[config.mk]
export PLATFORM = sky130hd
export DESIGN_NAME = sdfa_result_decoder
export DESIGN_NICKNAME = d
export VERILOG_FILES = /design/src/rtl/sdfa_pkg.sv /design/src/rtl/sdfa_label_fifo.sv /design/src/rtl/sdfa_result_decoder.sv
export SDC_FILE = /design/constraint.sdc
export NUM_CORES = 1
export LEC_CHECK = 0
export BUFFER_PORTS_ARGS = -buffer_cell sky130_fd_sc_hd__clkbuf_2
export CAP_MARGIN = 40
export CORE_ASPECT_RATIO = 0.7
export CORE_MARGIN = 4
export CORE_UTILIZATION = 40
export DETAILED_ROUTE_END_ITERATION = 10
export PLACE_DENSITY = 0.62
export SLEW_MARGIN = 25
export SYNTH_ARGS = -nofsm -noshare
export SYNTH_HDL_FRONTEND = slang
export SYNTH_SLANG_ARGS = --single-unit
[constraint.sdc]
create_clock -name clk -period 2.25 [get_ports clk]
set_clock_uncertainty 0.05 [all_clocks]
set_input_delay 0.45 -clock clk [delete_from_list [all_inputs] [get_ports clk]]
set_output_delay 0.45 -clock clk [all_outputs]
set_load 0.01 [all_outputs]
[src/rtl/sdfa_pkg.sv]
// rtl/sdfa_pkg.sv - shared constants and FSM state type for the SDFA result decoder
package sdfa_pkg;

  localparam int NUM_CLASS_DEFAULT = 10;
  localparam int LABEL_W = 4;
  localparam logic [LABEL_W-1:0] NO_SPIKE_LABEL = 4'hF;

  typedef enum logic {
    ST_IDLE    = 1'b0,
    ST_COLLECT = 1'b1
  } dec_state_t;

endpackage

[src/rtl/sdfa_label_fifo.sv]
// rtl/sdfa_label_fifo.sv - synchronous reference-label FIFO with full/empty flags
module sdfa_label_fifo
  import sdfa_pkg::*;
#(
  parameter int DEPTH = 4,
  parameter int W     = LABEL_W
) (
  input  logic         clk,
  input  logic         rst,
  input  logic         push,
  input  logic [W-1:0] push_data,
  input  logic         pop,
  output logic [W-1:0] head,
  output logic         full,
  output logic         empty
);

  localparam int AW = $clog2(DEPTH);

  logic [W-1:0] mem [DEPTH];
  logic [AW:0]  wr_ptr;
  logic [AW:0]  rd_ptr;
  logic         do_push;
  logic         do_pop;

  // Pointers carry one wrap bit so full and empty are distinguishable.
  assign full    = (wr_ptr[AW] != rd_ptr[AW]) && (wr_ptr[AW-1:0] == rd_ptr[AW-1:0]);
  assign empty   = (wr_ptr == rd_ptr);
  assign do_push = push && !full;
  assign do_pop  = pop && !empty;
  assign head    = mem[rd_ptr[AW-1:0]];

  always_ff @(posedge clk or posedge rst) begin
    if (rst) begin
      wr_ptr <= '0;
      rd_ptr <= '0;
    end else begin
      if (do_push) wr_ptr <= wr_ptr + 1'b1;
      if (do_pop)  rd_ptr <= rd_ptr + 1'b1;
    end
  end

  always_ff @(posedge clk) begin
    if (do_push) mem[wr_ptr[AW-1:0]] <= push_data;
  end

endmodule

[src/rtl/sdfa_result_decoder.sv]
// rtl/sdfa_result_decoder.sv - spike-frame to class decoder with label check and stats
// Optional statistics counters are built when SDFA_RESULT_STATS_EN is defined.
module sdfa_result_decoder
  import sdfa_pkg::*;
#(
  parameter int NUM_CLASS = NUM_CLASS_DEFAULT,
  parameter int LBL_DEPTH = 4,
  parameter int CNT_W     = 16
) (
  input  logic               clk,
  input  logic               rst,
  input  logic               result_spike,
  input  logic               result_spike_valid,
  input  logic [LABEL_W-1:0] label_in,
  input  logic               label_valid,
  output logic               label_ready,
  input  logic               stats_clr,
  output logic [LABEL_W-1:0] pred_label,
  output logic               pred_valid,
  output logic               pred_multi,
  output logic               pred_correct,
  output logic               label_miss,
  output logic               frame_err,
  output logic [CNT_W-1:0]   img_count,
  output logic [CNT_W-1:0]   err_count
);

  localparam int IDX_W = $clog2(NUM_CLASS);
  localparam logic [IDX_W-1:0] LAST_IDX = IDX_W'(NUM_CLASS - 1);

  dec_state_t           state;
  logic [IDX_W-1:0]     idx;
  logic [NUM_CLASS-1:0] spikes;
  logic [NUM_CLASS-1:0] frame_vec;
  logic                 report;
  logic [LABEL_W-1:0]   dec_label;
  logic                 dec_multi;
  logic                 seen;
  logic [LABEL_W-1:0]   fifo_head;
  logic                 fifo_full;
  logic                 fifo_empty;
  logic                 hit;

  // Bits shift in from the top, so after NUM_CLASS samples class 0 sits at bit 0.
  assign frame_vec   = {result_spike, spikes[NUM_CLASS-1:1]};
  assign report      = (state == ST_COLLECT) && result_spike_valid && (idx == LAST_IDX);
  assign hit         = !fifo_empty && (fifo_head == dec_label);
  assign label_ready = !fifo_full;

  always_comb begin
    dec_label = NO_SPIKE_LABEL;
    dec_multi = 1'b0;
    seen      = 1'b0;
    for (int i = 0; i < NUM_CLASS; i++) begin
      if (frame_vec[i]) begin
        if (!seen) dec_label = LABEL_W'(i);
        else       dec_multi = 1'b1;
        seen = 1'b1;
      end
    end
  end

  sdfa_label_fifo #(
    .DEPTH (LBL_DEPTH),
    .W     (LABEL_W)
  ) u_label_fifo (
    .clk       (clk),
    .rst       (rst),
    .push      (label_valid),
    .push_data (label_in),
    .pop       (report),
    .head      (fifo_head),
    .full      (fifo_full),
    .empty     (fifo_empty)
  );

  always_ff @(posedge clk or posedge rst) begin
    if (rst) begin
      state        <= ST_IDLE;
      idx          <= '0;
      spikes       <= '0;
      pred_label   <= NO_SPIKE_LABEL;
      pred_valid   <= 1'b0;
      pred_multi   <= 1'b0;
      pred_correct <= 1'b0;
      label_miss   <= 1'b0;
      frame_err    <= 1'b0;
    end else begin
      pred_valid <= 1'b0;
      frame_err  <= 1'b0;
      if (result_spike_valid) spikes <= frame_vec;
      case (state)
        ST_IDLE: begin
          if (result_spike_valid) begin
            state <= ST_COLLECT;
            idx   <= IDX_W'(1);
          end
        end
        ST_COLLECT: begin
          if (!result_spike_valid) begin
            frame_err <= 1'b1;
            state     <= ST_IDLE;
            idx       <= '0;
          end else if (idx == LAST_IDX) begin
            // Returning to IDLE lets a still-high valid start the next frame at class 0.
            state        <= ST_IDLE;
            idx          <= '0;
            pred_valid   <= 1'b1;
            pred_label   <= dec_label;
            pred_multi   <= dec_multi;
            pred_correct <= hit;
            label_miss   <= fifo_empty;
          end else begin
            idx <= idx + 1'b1;
          end
        end
        default: state <= ST_IDLE;
      endcase
    end
  end

`ifdef SDFA_RESULT_STATS_EN
  always_ff @(posedge clk or posedge rst) begin
    if (rst) begin
      img_count <= '0;
      err_count <= '0;
    end else if (stats_clr) begin
      img_count <= '0;
      err_count <= '0;
    end else if (report) begin
      if (img_count != '1)         img_count <= img_count + 1'b1;
      if (!hit && err_count != '1) err_count <= err_count + 1'b1;
    end
  end
`else
  logic unused_stats_clr;
  assign unused_stats_clr = stats_clr;
  assign img_count = '0;
  assign err_count = '0;
`endif

endmodule

Word-level counts from Yosys, hierarchy flattened
Memory sizes are Yosys's and may differ from the RTL's.
Index checks and enable logic that the tools add are counted.
Operators by class
  add/sub/neg operators: 3
  multipliers: 0
  div/mod/pow operators: 0
  magnitude comparators: 0
  eq/ne operators: 6
  shifts and indexed selects: 0
  multiplexer cells: 61
  bitwise operators: 1
  reduce and logical (&&, ||, !) cells: 9
Operator list (count)
  4-bit two-way mux: 22
  1-bit two-way mux: 37
  4-bit case mux with 2 select lines: 1
  3-bit by 1-bit adder with 3-bit output (second input constant): 2
  1-bit logical AND: 6
  4-bit by 1-bit adder with 4-bit output (second input constant): 1
  4-bit equality test: 1
  4-bit equality test (second input constant): 1
  3-bit equality test: 1
  3-bit AND reduction: 1
  2-bit equality test: 1
  1-bit logical NOT: 2
  2-bit inequality test (second input constant): 1
  1-bit case mux with 2 select lines: 1
  1-bit inequality test: 1
  1-bit NOT: 1
Word-level totals
  register bits after elaboration: 30
  latch bits: 0
  bits in writable memories: 16
  bits in read-only memories: 0
  input bits: 10
  output and inout port bits: 42
  word-level logic and storage cells: 92
  memories: 1
Memory list
  u_label_fifo.mem: words 4, width 4, read ports 1, clocked after memory_dff 0, wr ports 1, RTL line sdfa_label_fifo.sv:20  | logic [W-1:0] mem [DEPTH];

Longest topological paths before layout
Gate-level depths: netlist of the first run.
  depth in word-level cells: 21
  mapped depth: 8
  mapped depth without buffers: 7

Cells and area by module
From an unflattened synthesis of the first run, not the netlist that was laid out.
Unflattened totals
  cell total of the unflattened synthesis: 228
  area total of the unflattened synthesis: 2539.9 um^2
Modules (own cells, without submodules)
  sdfa_result_decoder: times used 1, cells an instance 157, area an instance 1450.1 um^2, sequential area each 580.6 um^2
  sdfa_label_fifo: times used 1, cells an instance 71, area an instance 1089.8 um^2, sequential area each 630.6 um^2

Worst setup path before layout of the first run
Ideal clock, no wire load.
  path type: register to register
  from: register spikes[3]
  to: register pred_multi
  setup time: 0.126 ns
  data arrival time: 1.428 ns
  data required time: 2.074 ns
  setup slack: 0.647 ns
  stages on the path, launching flop included: 6
  path buffers: 0
  period minus slack after synthesis: 1.603 ns
  cells stage by stage: dfrtp_1 nor4_4 nand3b_2 maj3_2 nor3_2 a2bb2oi_1
Between the ends
  word-level cells in the longest chain between the ends: 15
  elaborated cells between the ends (all ways): 22
  those cells by class: 22 x mux
RTL lines
  start: declaration: RTL line sdfa_result_decoder.sv:33  | logic [NUM_CLASS-1:0] spikes;
  start signal: assignment: RTL line sdfa_result_decoder.sv:91  | if (result_spike_valid) spikes <= frame_vec;
  1-bit two-way mux: RTL line sdfa_result_decoder.sv:55  | if (frame_vec[i]) begin
  1-bit two-way mux: RTL line sdfa_result_decoder.sv:56  | if (!seen) dec_label = LABEL_W'(i);
  1-bit two-way mux: RTL line sdfa_result_decoder.sv:55
  1-bit two-way mux: RTL line sdfa_result_decoder.sv:56
  1-bit two-way mux: RTL line sdfa_result_decoder.sv:55
  1-bit two-way mux: RTL line sdfa_result_decoder.sv:56
  1-bit two-way mux: RTL line sdfa_result_decoder.sv:55
  1-bit two-way mux: RTL line sdfa_result_decoder.sv:56
  1-bit two-way mux: RTL line sdfa_result_decoder.sv:55
  1-bit two-way mux: RTL line sdfa_result_decoder.sv:56
  1-bit two-way mux: RTL line sdfa_result_decoder.sv:55
  1-bit two-way mux: RTL line sdfa_result_decoder.sv:56
  1-bit two-way mux: RTL line sdfa_result_decoder.sv:55
  1-bit two-way mux: RTL line sdfa_result_decoder.sv:56
  1-bit two-way mux (*): RTL line sdfa_result_decoder.sv:55
  end signal: assignment: RTL line sdfa_result_decoder.sv:110  | pred_multi <= dec_multi;
  end: declaration: RTL line sdfa_result_decoder.sv:20  | output logic pred_multi,
Every way passes the cells marked *; elsewhere a longest branch is shown, timed or not.
A chain may end at the register's enable or synchronous reset.

Worst setup path in the final report of the first run
  from: register u_label_fifo.rd_ptr[0]
  to: output port label_ready
Between the ends
  word-level cells in the longest chain between the ends: 3
RTL lines
  start: declaration: RTL line sdfa_label_fifo.sv:22  | logic [AW:0] rd_ptr;
  start signal: assignment: RTL line sdfa_label_fifo.sv:39  | if (do_pop) rd_ptr <= rd_ptr + 1'b1;
  2-bit equality test: RTL line sdfa_label_fifo.sv:27  | assign full = (wr_ptr[AW] != rd_ptr[AW]) && (wr_ptr[AW-1:0] == rd_ptr[AW-1:0]);
  1-bit logical AND: RTL line sdfa_label_fifo.sv:27
  1-bit logical NOT: RTL line sdfa_result_decoder.sv:48  | assign label_ready = !fifo_full;
  end: declaration: RTL line sdfa_result_decoder.sv:16  | output logic label_ready,
No other way between the ends.

==> impl_metrics.toml, run 1 <==
[run_status]
outcome = "completed"

[power]
p_total_w = 0.002207
leakage_nw = 1.112
p_per_area_mw_per_mm2 = 881.3
vdd_drop_max_v = 0.0004055

[clock_network]
cts_root_buffer = "clkbuf_8"
cts_buffers = 5
insertion_delay_ps = 300
postCtsHoldBufs = 0
cts_resized = 0
cts_sinks = 45
cts_tree = "done"
h-tree-depth = 2
clk_pin_slew_ps = 80
cts_post_setup_buffers_inserted = 0
cts_buffer_depth = 2

[setup_path]
reg2reg_depth = 4
r2r_slack_ps = 450
max_stage_delay_ps = 610
r2r_end = "pred_correct"
crit_chain = "xor2_1 -> nor2_1 -> nand2_1 -> clkbuf_2"
worstPathRequired_ps = 1750
r2r_start = "u_label_fifo.rd_ptr[0]"
critPathLaunchType = "flip-flop"
cp_slowest_cell = "dfrtp_1"
critPathMaxFanout = 7
path_buf_inv = 1
crit_family = "flip-flops"
cp-end-kind = "output pin"
cp.arrival_ps = 1500
worstSetupPathType = "reg -> out"
startpoint = "u_label_fifo.rd_ptr[0]"
cp.depth = 4
critPathCapture = "label_ready"

[synthesis]
synth_top_area_share_pct = 26.74
synth_compound_area_share_pct = 7.433
synth-simple-area-share_pct = 9.786
synth_area_sq_mm = 0.002340
synth_top_cell_by_area = "dfrtp_1"
synth_area_leaders = "dfrtp_1 (27%), edfxtp_1 (21%), buf_4 (11%)"
synth-xor-area-share_pct = 4.118
ys_async_sr_fraction_pct = 64.44
synth_edf_count = 16
synth_ff_type = "dfrtp_1"
ys_ff_latch = 45
yosys_warnings = 0
ys_seq_area_share_pct = 51.76
synthAdderAreaFrac_pct = 5.080
synth_cell_types = 42
syn_area_per_cell_sq_um = 12.58
synthMuxAreaShare_pct = 9.572
synthCells = 186
synth_top_family_by_area = "buffers and inverters"

[timing]
setup_violations = 0
rsz0062_at_grt = "false"
finalCritPeriodShare_pct = 88.92
setup_slack_ps = 249.3
setup_tns_ps = 0
fin_crit_ps = 2001
drv_slew = 0
hold_viol_final = 0
max_freq_mhz = 499.8

[final_layout]
n_antenna_cell = 0
final_design_area_no_fill_sq_mm = 0.002504
drive_above_1_share_pct = 26.54
nNetsFinal = 227
area_growth_pct = 7.005

[routing]
drtAntennaViolNets = 0
avgViaCountPerCell = 4.629
drc = 0
routed_wl_mm = 3.924
wire_per_inst_microns = 13.87
drtPass1Iterations = 4
routed-via-count = 1310
drt_iter0_markers = 52

[placement]
place.gp.congestion = 0.7001
dpl-instance-area_sq_mm = 0.002402
pre_cts_slack_ps = 439.7
numPortBuffers = 18
dp_hpwl_mm = 2.909

[die]
core_region_area_sq_mm = 0.005450
initial_utilization_pct = 42.93
std_cell_rows = 22
die_y_microns = 71.99
die_w_microns = 99.41
io_pins = 52
die-area_sq_mm = 0.007157

[global_routing]
grt_max_degree = 30
antenna_found_initial = 0
grt_pass1_wl_mm = 6.210
grt_pass1_vias = 1201
grt.total_usage_pct = 11.24
overflow = 0

[job]
drv_cap = 0

[min_path]
worstHoldPathType = "in -> async"
[power breakdown]
group	internal (W)	switching [W]	leakage (nW)
sequential	0.000994	0.000155	0.505
clock	0.000278	0.000280	0.0542
combinational	0.000235	0.000265	0.553
total	0.00151	0.000699	1.11
[how the worst min path moves through the flow]
stage / to / slack, ps / start
floorplan: u_label_fifo.wr_ptr[2] / 410 / u_label_fifo.wr_ptr[2]
global placement: pred_label[2] / 420 / pred_label[2]
detailed placement: pred_label[0] / 430 / pred_label[0]
CTS: u_label_fifo.wr_ptr[1] / 140 / rst
global route: spikes[9] / 170 / rst
finish: idx[1] / 130 / rst
[cell type report]
| cell class | instances | area, sq um |
|---|---|---|
| sequential | 45 | 1211 |
| clock buffer | 7 | 96.34 |
| timing repair buffer | 21 | 112.6 |
| inverter | 7 | 26.28 |
| tap | 72 | 90.09 |
| clock inverter | 1 | 5.005 |
| multi-input combinational | 130 | 962.2 |
| fill | 520 | 2947 |
[worst register-to-register path, stage by stage (launching register included)]
cell and delay, ps:
dfrtp_1 610, mux4_2 590, xor2_1 160, nand3_1 120, o31ai_2 190
[cells by family (layout without fill, tap and decap cells)]
kind of cell,Yosys count,count (layout)
other,1,32
DFF,45,45
buffers and inverters,42,36
muxes,16,16
xor gates and xnor gates,11,11
and+or+nand+nor,40,40
adders and majority gates,10,10
AOI/OAI and AO/OA,21,21
[per-layer routing]
layer,up-vias,routed length [microns],track usage [%]
li1,636,-,-
met1,632,2025,17.43
met2,34,1646,14.36
met3,8,195,3.266
met4,0,56,4.545
met5,-,0,0
[through the flow]
stage               utilization (%)  cells  hold WS [ps]
finish                        45.94    283         129.0
floorplan                         -    217         410.7
CTS                           45.94    283         144.8
detailed placement            44.08    275         426.5
global placement              44.08    275         423.1
global route                  45.94    283         172.6
[sequential cells by signal, summed over array words and instances (netlist names)]
name and cells:
u_label_fifo.mem 16, spikes 9, idx 4, pred_label 4
u_label_fifo.rd_ptr 3, u_label_fifo.wr_ptr 3, frame_err 1, label_miss 1
pred_correct 1, pred_multi 1, pred_valid 1, state 1
[synthesized netlist by cell type (2+ instances only)]
cell      instances
a22o_1            3
and2_1            2
and3_1            4
buf_4            33
dfrtp_1          25
dfstp_2           4
edfxtp_1         16
ha_1              7
inv_1             7
maj3_1            2
mux2_2           11
mux4_2            4
nand2_1          11
nand2b_1          2
nand3_1           3
nor2_1            7
nor2b_1           2
nor3_1            2
o21a_1            2
o21ai_0           7
o31ai_2           2
xnor2_1           3
xor2_1            8
[placed cells by master, fill, tap and decap left out, types with 2 or more instances in the layout]
cell type / instances
nand2_1: 11
clkbuf_2: 18
conb_1: 32
xor2_1: 8
nor2_1: 7
buf_4: 3
o31ai_2: 2
mux2_2: 11
nor2b_1: 2
a22o_1: 3
and3_1: 4
nand2b_1: 2
o21ai_0: 7
dfrtp_1: 25
xnor2_1: 3
mux4_2: 4
nor3_1: 2
inv_1: 7
edfxtp_1: 16
nand3_1: 3
dfstp_2: 4
maj3_1: 2
and2_1: 2
o21a_1: 2
ha_1: 7
clkbuf_8: 7
No activity file was read; power rests on OpenSTA's default activity.
==> run 2: changes to the inputs <==
- clock period: 2.25 -> 2.3 ns (I/O delays scaled with it)
==> run 2 against run 1 <==
- sequential share of layout area down 0.26 points
- combinational power down 1%
- clock power up 4.8%
- setup slack gained 28 ps
- highest routed layer unchanged
- power down 0.48%
- first-iteration DRC count shrank 5.8%
- routed wire length is 1.6% lower
- hold slack improved by 18 ps
- utilization rose by 0.25 points
- via count decreased by 2.9%
- non-clock buffer count unchanged
==> impl_metrics.toml, run 2 (same netlist as run 1, synthesis figures left out) <==
[setup_path]
worstPathRequired_ps = 1790
worstSetupPathType = "reg -> out"
path_buf_inv = 1
max_stage_delay_ps = 620
crit_family = "flip-flops"
cp-end-kind = "output pin"
cp.arrival_ps = 1510
crit_chain = "xor2_1 -> nor2_1 -> nand2_1 -> clkbuf_2"
critPathMaxFanout = 7
critPathLaunchType = "flip-flop"
cp_slowest_cell = "dfrtp_1"

[final_layout]
drive_above_1_share_pct = 26.54
final_common_cell = "conb_1"
ff_latch_area_sq_mm = 0.001211
nNetsFinal = 227
filler_cell_count = 515
largest_reg_flops = 16
n_antenna_cell = 0
area_growth_pct = 7.593
multi_input_area_sq_um = 962.2
final_core_util_pct = 46.19
mostFrequentLayoutCells = "conb_1 (32), dfrtp_1 (25), clkbuf_2 (18)"

[clock_network]
cts_resized = 0
cts_tree = "done"
cts_buffer_depth = 2
cts_sinks = 45
insertion_delay_ps = 300
cts_root_buffer = "clkbuf_8"
cts_post_setup_buffers_inserted = 0
cts_buffers = 5
postCtsHoldBufs = 0
h-tree-depth = 2
clk_pin_slew_ps = 90

[placement]
pre_cts_slack_ps = 369.8
dp_hpwl_mm = 2.951
numPortBuffers = 18
place.gp.congestion = 0.7030

[power]
vdd_drop_max_v = 0.0004820
p_total_w = 0.002196
leakage_nw = 1.113
p_per_area_mw_per_mm2 = 872.3

[die]
die_y_microns = 71.99
core_region_area_sq_mm = 0.005450
die-area_sq_mm = 0.007157
std_cell_rows = 22
io_pins = 52
die_w_microns = 99.41
initial_utilization_pct = 42.93

[global_routing]
grt_max_degree = 30
antenna_found_initial = 0
grt_pass1_wl_mm = 6.092
grt.total_usage_pct = 10.94
overflow = 0
grt_pass1_vias = 1207

[timing]
whs_ps = 147.4
drv_slew = 0
setup_violations = 0
setup_slack_ps = 277.2
hold_viol_final = 0
max_freq_mhz = 494.4
finalCritPeriodShare_pct = 87.95
fin_crit_ps = 2023
setup_tns_ps = 0
rsz0062_at_grt = "false"

[job]
drv_cap = 0

[run_status]
outcome = "completed"

[routing]
drc = 0
drtPass1Iterations = 4
routed-via-count = 1272
wire_per_inst_microns = 13.64
routed_wl_mm = 3.860
drtAntennaViolNets = 0
avgViaCountPerCell = 4.495
drt_iter0_markers = 49

[min_path]
worstHoldPathType = "in -> async"
-- run 2: cell types whose count changed in the layout (fill, tap and decap cells not counted), sizes merged --
cell and change:
clkinv -1, clkinvlp +1
-- run 2: per-layer routing --
metal  wire length (microns)  vias to the layer above  track usage [%]
li1                        -                      634                -
met1                    2007                      609            16.84
met2                    1650                       24            14.51
met3                     160                        5            3.170
met4                      41                        0            3.636
met5                       0                        -                0
-- run 2: where the power goes --
part,switching (W),internal (W)
Sequential,0.000145,0.000973
Combinational,0.000263,0.000231
Clock,0.000275,0.000310
-- run 2: layout make-up --
cell class / instances / area share (%)
clock inverter: 1 / 0.2982
sequential: 45 / 48.11
inverter: 7 / 1.044
clock buffer: 7 / 4.274
timing repair buffer: 21 / 4.473
multi-input combinational: 130 / 38.22
tap: 72 / 3.579
-- run 2: worst reg2reg max path, stage by stage (launching register included) --
cell and delay, ps:
dfrtp_1 420, inv_1 70, ha_1 150, and3b_1 240
nand2_1 210, nor2_1 320, mux2_2 370
-- run 2: per-stage QoR --
stage,std cells,cell area [sq um]
after floorplan,217,2456
after global placement,275,2402
after detailed placement,275,2402
after CTS,283,2517
after global routing,283,2517
final,283,2517
-- run 2: final timing paths --
| kind | cells after the start | slack [ps] | to | startpoint |
|---|---|---|---|---|
| min in group clk | 1 | 330 | u_label_fifo.mem[3][3] | label_in[3] |
| min | 3 | 150 | u_label_fifo.wr_ptr[1] | rst |
| min reg2reg | 2 | 430 | pred_label[3] | pred_label[3] |
| max reg2reg | 6 | 370 | u_label_fifo.rd_ptr[1] | idx[1] |
| max | 4 | 280 | label_ready | u_label_fifo.rd_ptr[0] |
| max in group asynchronous | 3 | 1740 | pred_label[1] | rst |
